## src/rtl/tour_cmd_seq.sv

```systemverilog
// rtl/tour_cmd_seq.sv - knight's tour replay into robot segment commands
// Each one-hot move becomes a vertical then a horizontal command; UART passes through in IDLE.
module tour_cmd_seq #(
  parameter int NUM_MOVES = 24,
  parameter int IDX_W     = 5
) (
  input  logic             clk,
  input  logic             rst,
  input  logic             tour_go,
  input  logic [7:0]       move,
  output logic [IDX_W-1:0] mv_indx,
  input  logic [15:0]      cmd_UART,
  input  logic             cmd_rdy_UART,
  output logic             clr_cmd_rdy_UART,
  output logic [15:0]      cmd,
  output logic             cmd_rdy,
  input  logic             clr_cmd_rdy,
  input  logic             send_resp,
  output logic             tour_busy,
  output logic             tour_done,
  output logic             mv_err
);

  typedef enum logic [2:0] {IDLE, VERT, HOLD_V, HORZ, HOLD_H} state_t;

  localparam logic [IDX_W-1:0] LAST_IDX = IDX_W'(NUM_MOVES - 1);

  state_t           state_q;
  logic [IDX_W-1:0] mv_indx_q;
  logic             tour_done_q;
  logic             mv_err_q;

  logic        move_ok;
  logic        dy_pos, dy_two, dx_pos, dx_two;
  logic [15:0] vert_cmd, horz_cmd;

  // Move bit groups: which encodings go up/right and which span two squares.
  assign move_ok  = (move != 8'h00) && ((move & (move - 8'd1)) == 8'h00);
  assign dy_pos   = |(move & 8'b1000_0111);
  assign dy_two   = |(move & 8'b0011_0011);
  assign dx_pos   = |(move & 8'b1110_0010);
  assign dx_two   = |(move & 8'b1100_1100);
  assign vert_cmd = {4'h2, (dy_pos ? 8'h00 : 8'h7F), (dy_two ? 4'd2 : 4'd1)};
  assign horz_cmd = {4'h3, (dx_pos ? 8'hBF : 8'h3F), (dx_two ? 4'd2 : 4'd1)};

  always_ff @(posedge clk or posedge rst) begin
    if (rst) begin
      state_q     <= IDLE;
      mv_indx_q   <= '0;
      tour_done_q <= 1'b0;
      mv_err_q    <= 1'b0;
    end else begin
      tour_done_q <= 1'b0;
      mv_err_q    <= 1'b0;
      case (state_q)
        IDLE: begin
          if (tour_go) begin
            mv_indx_q <= '0;
            state_q   <= VERT;
          end
        end
        VERT: begin
          if (!move_ok) begin
            mv_err_q  <= 1'b1;
            mv_indx_q <= '0;
            state_q   <= IDLE;
          end else if (clr_cmd_rdy) begin
            state_q <= HOLD_V;
          end
        end
        HOLD_V: begin
          if (send_resp) state_q <= HORZ;
        end
        HORZ: begin
          if (clr_cmd_rdy) state_q <= HOLD_H;
        end
        HOLD_H: begin
          if (send_resp) begin
            if (mv_indx_q == LAST_IDX) begin
              tour_done_q <= 1'b1;
              mv_indx_q   <= '0;
              state_q     <= IDLE;
            end else begin
              mv_indx_q <= mv_indx_q + 1'b1;
              state_q   <= VERT;
            end
          end
        end
        default: begin
          mv_indx_q <= '0;
          state_q   <= IDLE;
        end
      endcase
    end
  end

  // An illegal move never shows cmd_rdy, so the processor cannot latch it.
  always_comb begin
    cmd              = cmd_UART;
    cmd_rdy          = cmd_rdy_UART;
    clr_cmd_rdy_UART = clr_cmd_rdy;
    case (state_q)
      IDLE: ;
      VERT: begin
        cmd              = vert_cmd;
        cmd_rdy          = move_ok;
        clr_cmd_rdy_UART = 1'b0;
      end
      HOLD_V: begin
        cmd              = vert_cmd;
        cmd_rdy          = 1'b0;
        clr_cmd_rdy_UART = 1'b0;
      end
      HORZ: begin
        cmd              = horz_cmd;
        cmd_rdy          = 1'b1;
        clr_cmd_rdy_UART = 1'b0;
      end
      default: begin
        cmd              = horz_cmd;
        cmd_rdy          = 1'b0;
        clr_cmd_rdy_UART = 1'b0;
      end
    endcase
  end

  assign mv_indx   = mv_indx_q;
  assign tour_busy = (state_q != IDLE);
  assign tour_done = tour_done_q;
  assign mv_err    = mv_err_q;

endmodule

```

## config.mk

```make
export PLATFORM = sky130hd
export DESIGN_NAME = tour_cmd_seq
export DESIGN_NICKNAME = d
export VERILOG_FILES = /design/src/rtl/tour_cmd_seq.sv
export SDC_FILE = /design/constraint.sdc
export NUM_CORES = 1
export LEC_CHECK = 0
export CAP_MARGIN = 5
export CORE_ASPECT_RATIO = 0.8
export CORE_MARGIN = 2
export CORE_UTILIZATION = 30
export CTS_CLUSTER_SIZE = 8
export DETAILED_ROUTE_END_ITERATION = 10
export PLACE_DENSITY_LB_ADDON = 0.25
export SLEW_MARGIN = 10
export SYNTH_ARGS = -nofsm -noshare
export SYNTH_HDL_FRONTEND = slang
export SYNTH_SLANG_ARGS = --single-unit
export TNS_END_PERCENT = 10
```

## constraint.sdc

```tcl
create_clock -name clk -period 2.1 [get_ports clk]
set_input_delay 0.42 -clock clk [delete_from_list [all_inputs] [get_ports clk]]
set_output_delay 0.42 -clock clk [all_outputs]
set_load 0.1 [all_outputs]
```

=== Word level (Yosys, flattened, before mapping) ===
Cells that the tools add are included.

* Bits in latches: 0
* ROM bits: 0
* Input bits: 30
* Register bits: 10
* Bits in writable memories: 0
* Memories kept: 0
* Output and inout port bits: 26
* Logic and storage cells: 57

* Reductions and logical operators: 13
* Order comparisons: 0
* Equality and inequality tests: 11
* Div/mod/pow operators: 0
* $add $sub $neg: 2
* Bitwise operators: 2
* Multiply operators: 0
* Multiplexer cells: 25
* Shift operators: 0

{| class="wikitable"
|+ Operator list
! operator !! count
|-
| $pmux W16 S2 || 1
|-
| $mux W5 || 4
|-
| $pmux W5 S4 || 1
|-
| $mux W3 || 6
|-
| $reduce_or A4 Y1 || 4
|-
| $pmux W3 S5 || 1
|-
| $ne A2 B2 Y1 const B || 5
|-
| $and A8 B8 Y8 || 1
|-
| $logic_not A8 Y1 || 1
|-
| $mux W8 || 1
|-
| $reduce_bool A8 Y1 || 1
|-
| $sub A8 B1 Y8 const B || 1
|-
| $mux W1 || 7
|-
| $mux W7 || 1
|-
| $eq A3 B2 Y1 const B || 2
|-
| $add A5 B1 Y5 const B || 1
|-
| $eq A5 B5 Y1 const B || 1
|-
| $reduce_and A5 Y1 || 1
|-
| $mux W2 || 2
|-
| $reduce_and A4 Y1 || 1
|-
| $reduce_or A2 Y1 || 2
|-
| $eq A3 B1 Y1 const B || 1
|-
| $eq A3 B3 Y1 const B || 1
|-
| $logic_not A3 Y1 || 1
|-
| 5 further kinds || 5
|}

=== Logic depth before layout (Yosys ltp) ===
* Depth after elaboration: 6
* Gate-level depth with buffers: 6
* Mapped depth without buffers: 6

=== Least setup slack after synthesis ===
No wires, ideal clock.

* Path type: input to output
* From: input move[0]
* To: output cmd_rdy
* Stages: 5
* Buffers on the path: 0
* Path slack: -2.048 ns
* Arrival: 3.728 ns
* Cells stage by stage: or4_4 a2111oi_0 a211o_1 o21ai_0 a211oi_1

* Cells in the longest elaborated chain, start to end: 5
* Elaborated cells on any way between the ends: 6
* Those cells by class: add/sub: 1; mux: 1; bitwise: 1; reduce/logical: 3

{| class="wikitable"
|+ RTL lines
! item !! line !! RTL
|-
| start, declared || 10 || <nowiki>input logic [7:0] move,</nowiki>
|-
| $sub A8 B1 Y8 || 38 || <nowiki>assign move_ok = (move != 8'h00) && ((move & (move - 8'd1)) == 8'h00);</nowiki>
|-
| $and A8 B8 Y8 || 38 ||
|-
| $logic_not A8 Y1 || 38 ||
|-
| $logic_and A1 B1 Y1 * || 38 ||
|-
| $pmux W1 S3 * || 102 || <nowiki>case (state_q)</nowiki>
|-
| end, declared || 16 || <nowiki>output logic cmd_rdy,</nowiki>
|}

Every way passes the cells marked *; elsewhere a longest branch is shown, timed or not.

=== Worst setup path in the final report ===
* From: input move[3]
* To: output cmd_rdy

Same word-level chain as after synthesis.

==> metrics.txt <==
Crit path largest cell delay 0.57 ns; worst-case reg-to-reg path depth 5; Initial DRC Count 59; Setup Viol. Count Final 14; port bufs 55; HPWL after DPL 2710 um; final cell count without fillers 232; area fraction of the dominant cell type after synthesis 28.4%; number of buffers on the longest clock path 2; Hold WS 0.467 ns; CTS clk-pin slew, worst paths 0.04 ns; commonest non-fill, non-tap cell in the layout buf_4; synthesis-stage register bit count 10; simple-gate share of the synthesized area 41.3%; die span in y 52.5 um; Overflow after GRT 0; vias per cell 5.09; GPL Wtd Cong 0.824; maximum vdd drop 0.000543 V; main combinational cell family by area after synthesis simple AND/OR/NAND/NOR gates; CP Launch Type primary input; row count 17; slowest cell on the critical path or4_4; Fillers 216; post-route antenna net violation count 0; largest net degree at the start of global routing 15; DR DRC count 0; fin worst setup slack -0.460 ns; Util after Layout 68.8%; slew margin rel. 72.6%; CP Data Required Time 1.68 ns; Vias 1,180; worst-path maximum fanout 4; I/O Pins 56; Antenna diodes 0; Leakage 0.000879 uW; reg2reg setup slack 0.28 ns; fmax 391 MHz; register area 251 um^2; Tcrit/Tclk final 122%; Starting Density 31.7%; PnR Total Power 1450 uW; P&R area growth vs syn 117%; H-tree Lvls 1; Mean Syn Cell Area 7.48 um^2; post-synth cell types 37; routed wire length 3220 um; critical path class in2out; status complete, but fails checks; die span in x 64.6 um; final net count 227; proportion of layout cells with a drive suffix above 1 35.6%; core area 2790 um^2; YS warnings 0; area share of xor/xnor cells in the synthesized design 0%; Post-Syn Nets 149; initial antenna violation count 0; adder-cell area share of the yosys netlist 3.69%; Worst-Skew Late Latency 0.23 ns; Max Cap Viol 0; Cells after Synth 118; Detailed Routing Iterations Pass 1 4; area of the multi-input gates 672 um^2; mux cell area share after synthesis 2.41%; clock root cell clkbuf_8; DR WL/cell 13.9 um; Hold Path Class in2async; dominant cell type by area after synthesis dfrtp_1; post-layout min period 2.56 ns; Max Slew Vio Count 0; hold_buf cts 0; failing checks negative setup slack; post-route design area 1920 um^2; Placed Cells 227; Compound-Gate Fraction of Synth Area 20.9%; DIE AREA 3390 um^2; CTS tree yes; Area after DPL 1840 um^2; GRT Util Overall 19.5%; CP Capture Type output port; critical path, cell by cell buf_6, or4_4, buf_4, nor4_4, a211o_1, o21ai_2, a211oi_4, buf_12; Final Hold Viols 0; post-synth design cell area 882 um^2; Worst EP arrival 2.14 ns; first-pass GRT wire length 5070 um; CTS sink count 10; Worst Skew 0.00395 ns; slew at the pin with the worst max-slew slack 0.410 ns; Seq/Total Area, Yosys 28.4%; Area contributors post-synth dfrtp_1 (28%), nand2_1 (8.5%), and2_1 (5.7%); Power Density 758 nW/um^2; most frequent cells in the layout buf_4 (26), clkdlybuf4s50_1 (21), nand2_1 (20), buf_12 (20), dfrtp_1 (9); vias in the first global route 1,123; RSZ-0062 raised after global routing yes; number of buffers created by CTS 3
## cell type report
type | count | area share, %
repair buffers | 76 | 46.2
multi-input cells | 100 | 35.0
flip-flops and latches | 10 | 13.1
well taps | 38 | 2.48
clock buffers | 3 | 2.15
inverters | 5 | 0.978
## cells by family after synthesis
group,Yosys count
AO/OA/AOI/OAI,26
adder cells (fa/ha/maj),3
buffers and inverters,8
flip-flops,10
multiplexers,2
AND/OR/NAND/NOR,69
## synth_stat cells
library cell / instances
a22o_2: 1
or4_4: 1
a21o_1: 1
nor2b_1: 3
o21ai_0: 6
o31ai_1: 1
nor3_1: 4
nand4b_1: 1
nor4_1: 7
a31oi_1: 2
o22ai_1: 2
nand3_1: 2
a221o_1: 1
o2bb2ai_1: 1
or2_2: 1
nor2_1: 9
a2111oi_0: 1
dfrtp_1: 10
nand2b_1: 7
mux2i_1: 1
mux2_2: 1
nand3b_1: 2
nand2_1: 20
inv_1: 5
o32a_1: 1
ha_1: 1
o22a_1: 1
maj3_1: 2
clkbuf_1: 3
a211oi_1: 1
a21oi_1: 4
o22a_2: 1
and2_1: 8
a211o_1: 1
and3_1: 2
a221o_2: 1
nor3b_1: 2
## stage by stage
stage,setup WS (ns),setup TNS (ns)
after floorplan,-0.662,-4.58
after global routing,-0.564,-3.63
after global placement,-0.701,-8.78
after detailed placement,-0.749,-9.17
final,-0.460,-2.37
after CTS,-0.470,-2.39
## power by group
group / internal [uW] / switching (uW) / total (uW)
registers: 202 / 14.9 / 217
logic: 375 / 673 / 1050
clock network: 125 / 64.2 / 189
## registers in the layout, summed over array words and instances, names as in the netlist
| signal | count |
|---|---|
| tour_done | 1 |
| state_q | 3 |
| mv_err | 1 |
| mv_indx | 5 |
## what timing repair did
item | in CTS | in global routing
pin swaps | 8 | 3
setup buffers | 2 | 0
endpoints found under the setup margin | 18 | 18
resized for setup | 22 | 3
## critical path: cells and delay by family
kind	cells	cell delay, ns
buffers and inverters	3	0.47
AND/OR/NAND/NOR	2	0.69
AO/OA/AOI/OAI	3	0.55
## metal layers
metal,global-route usage (%),vias to the layer above,wire (um)
met5,0,-,0
li1,-,584,-
met1,23.8,555,1320
met4,4.26,0,13
met2,35.6,39,1690
met3,4.30,2,198
## worst paths after layout
path / start / to
setup reg to reg: state_q[1]$_DFFE_PP0P_ / mv_indx[3]$_DFFE_PP0P_
max in group asynchronous: rst / state_q[2]$_DFFE_PP0P_
min in group clk: mv_indx[1]$_DFFE_PP0P_ / mv_indx[1]$_DFFE_PP0P_
hold / removal: rst / mv_indx[3]$_DFFE_PP0P_
setup / recovery: move[3] / cmd_rdy
hold reg to reg: mv_indx[1]$_DFFE_PP0P_ / mv_indx[1]$_DFFE_PP0P_
(Power assumes the default switching activity.)
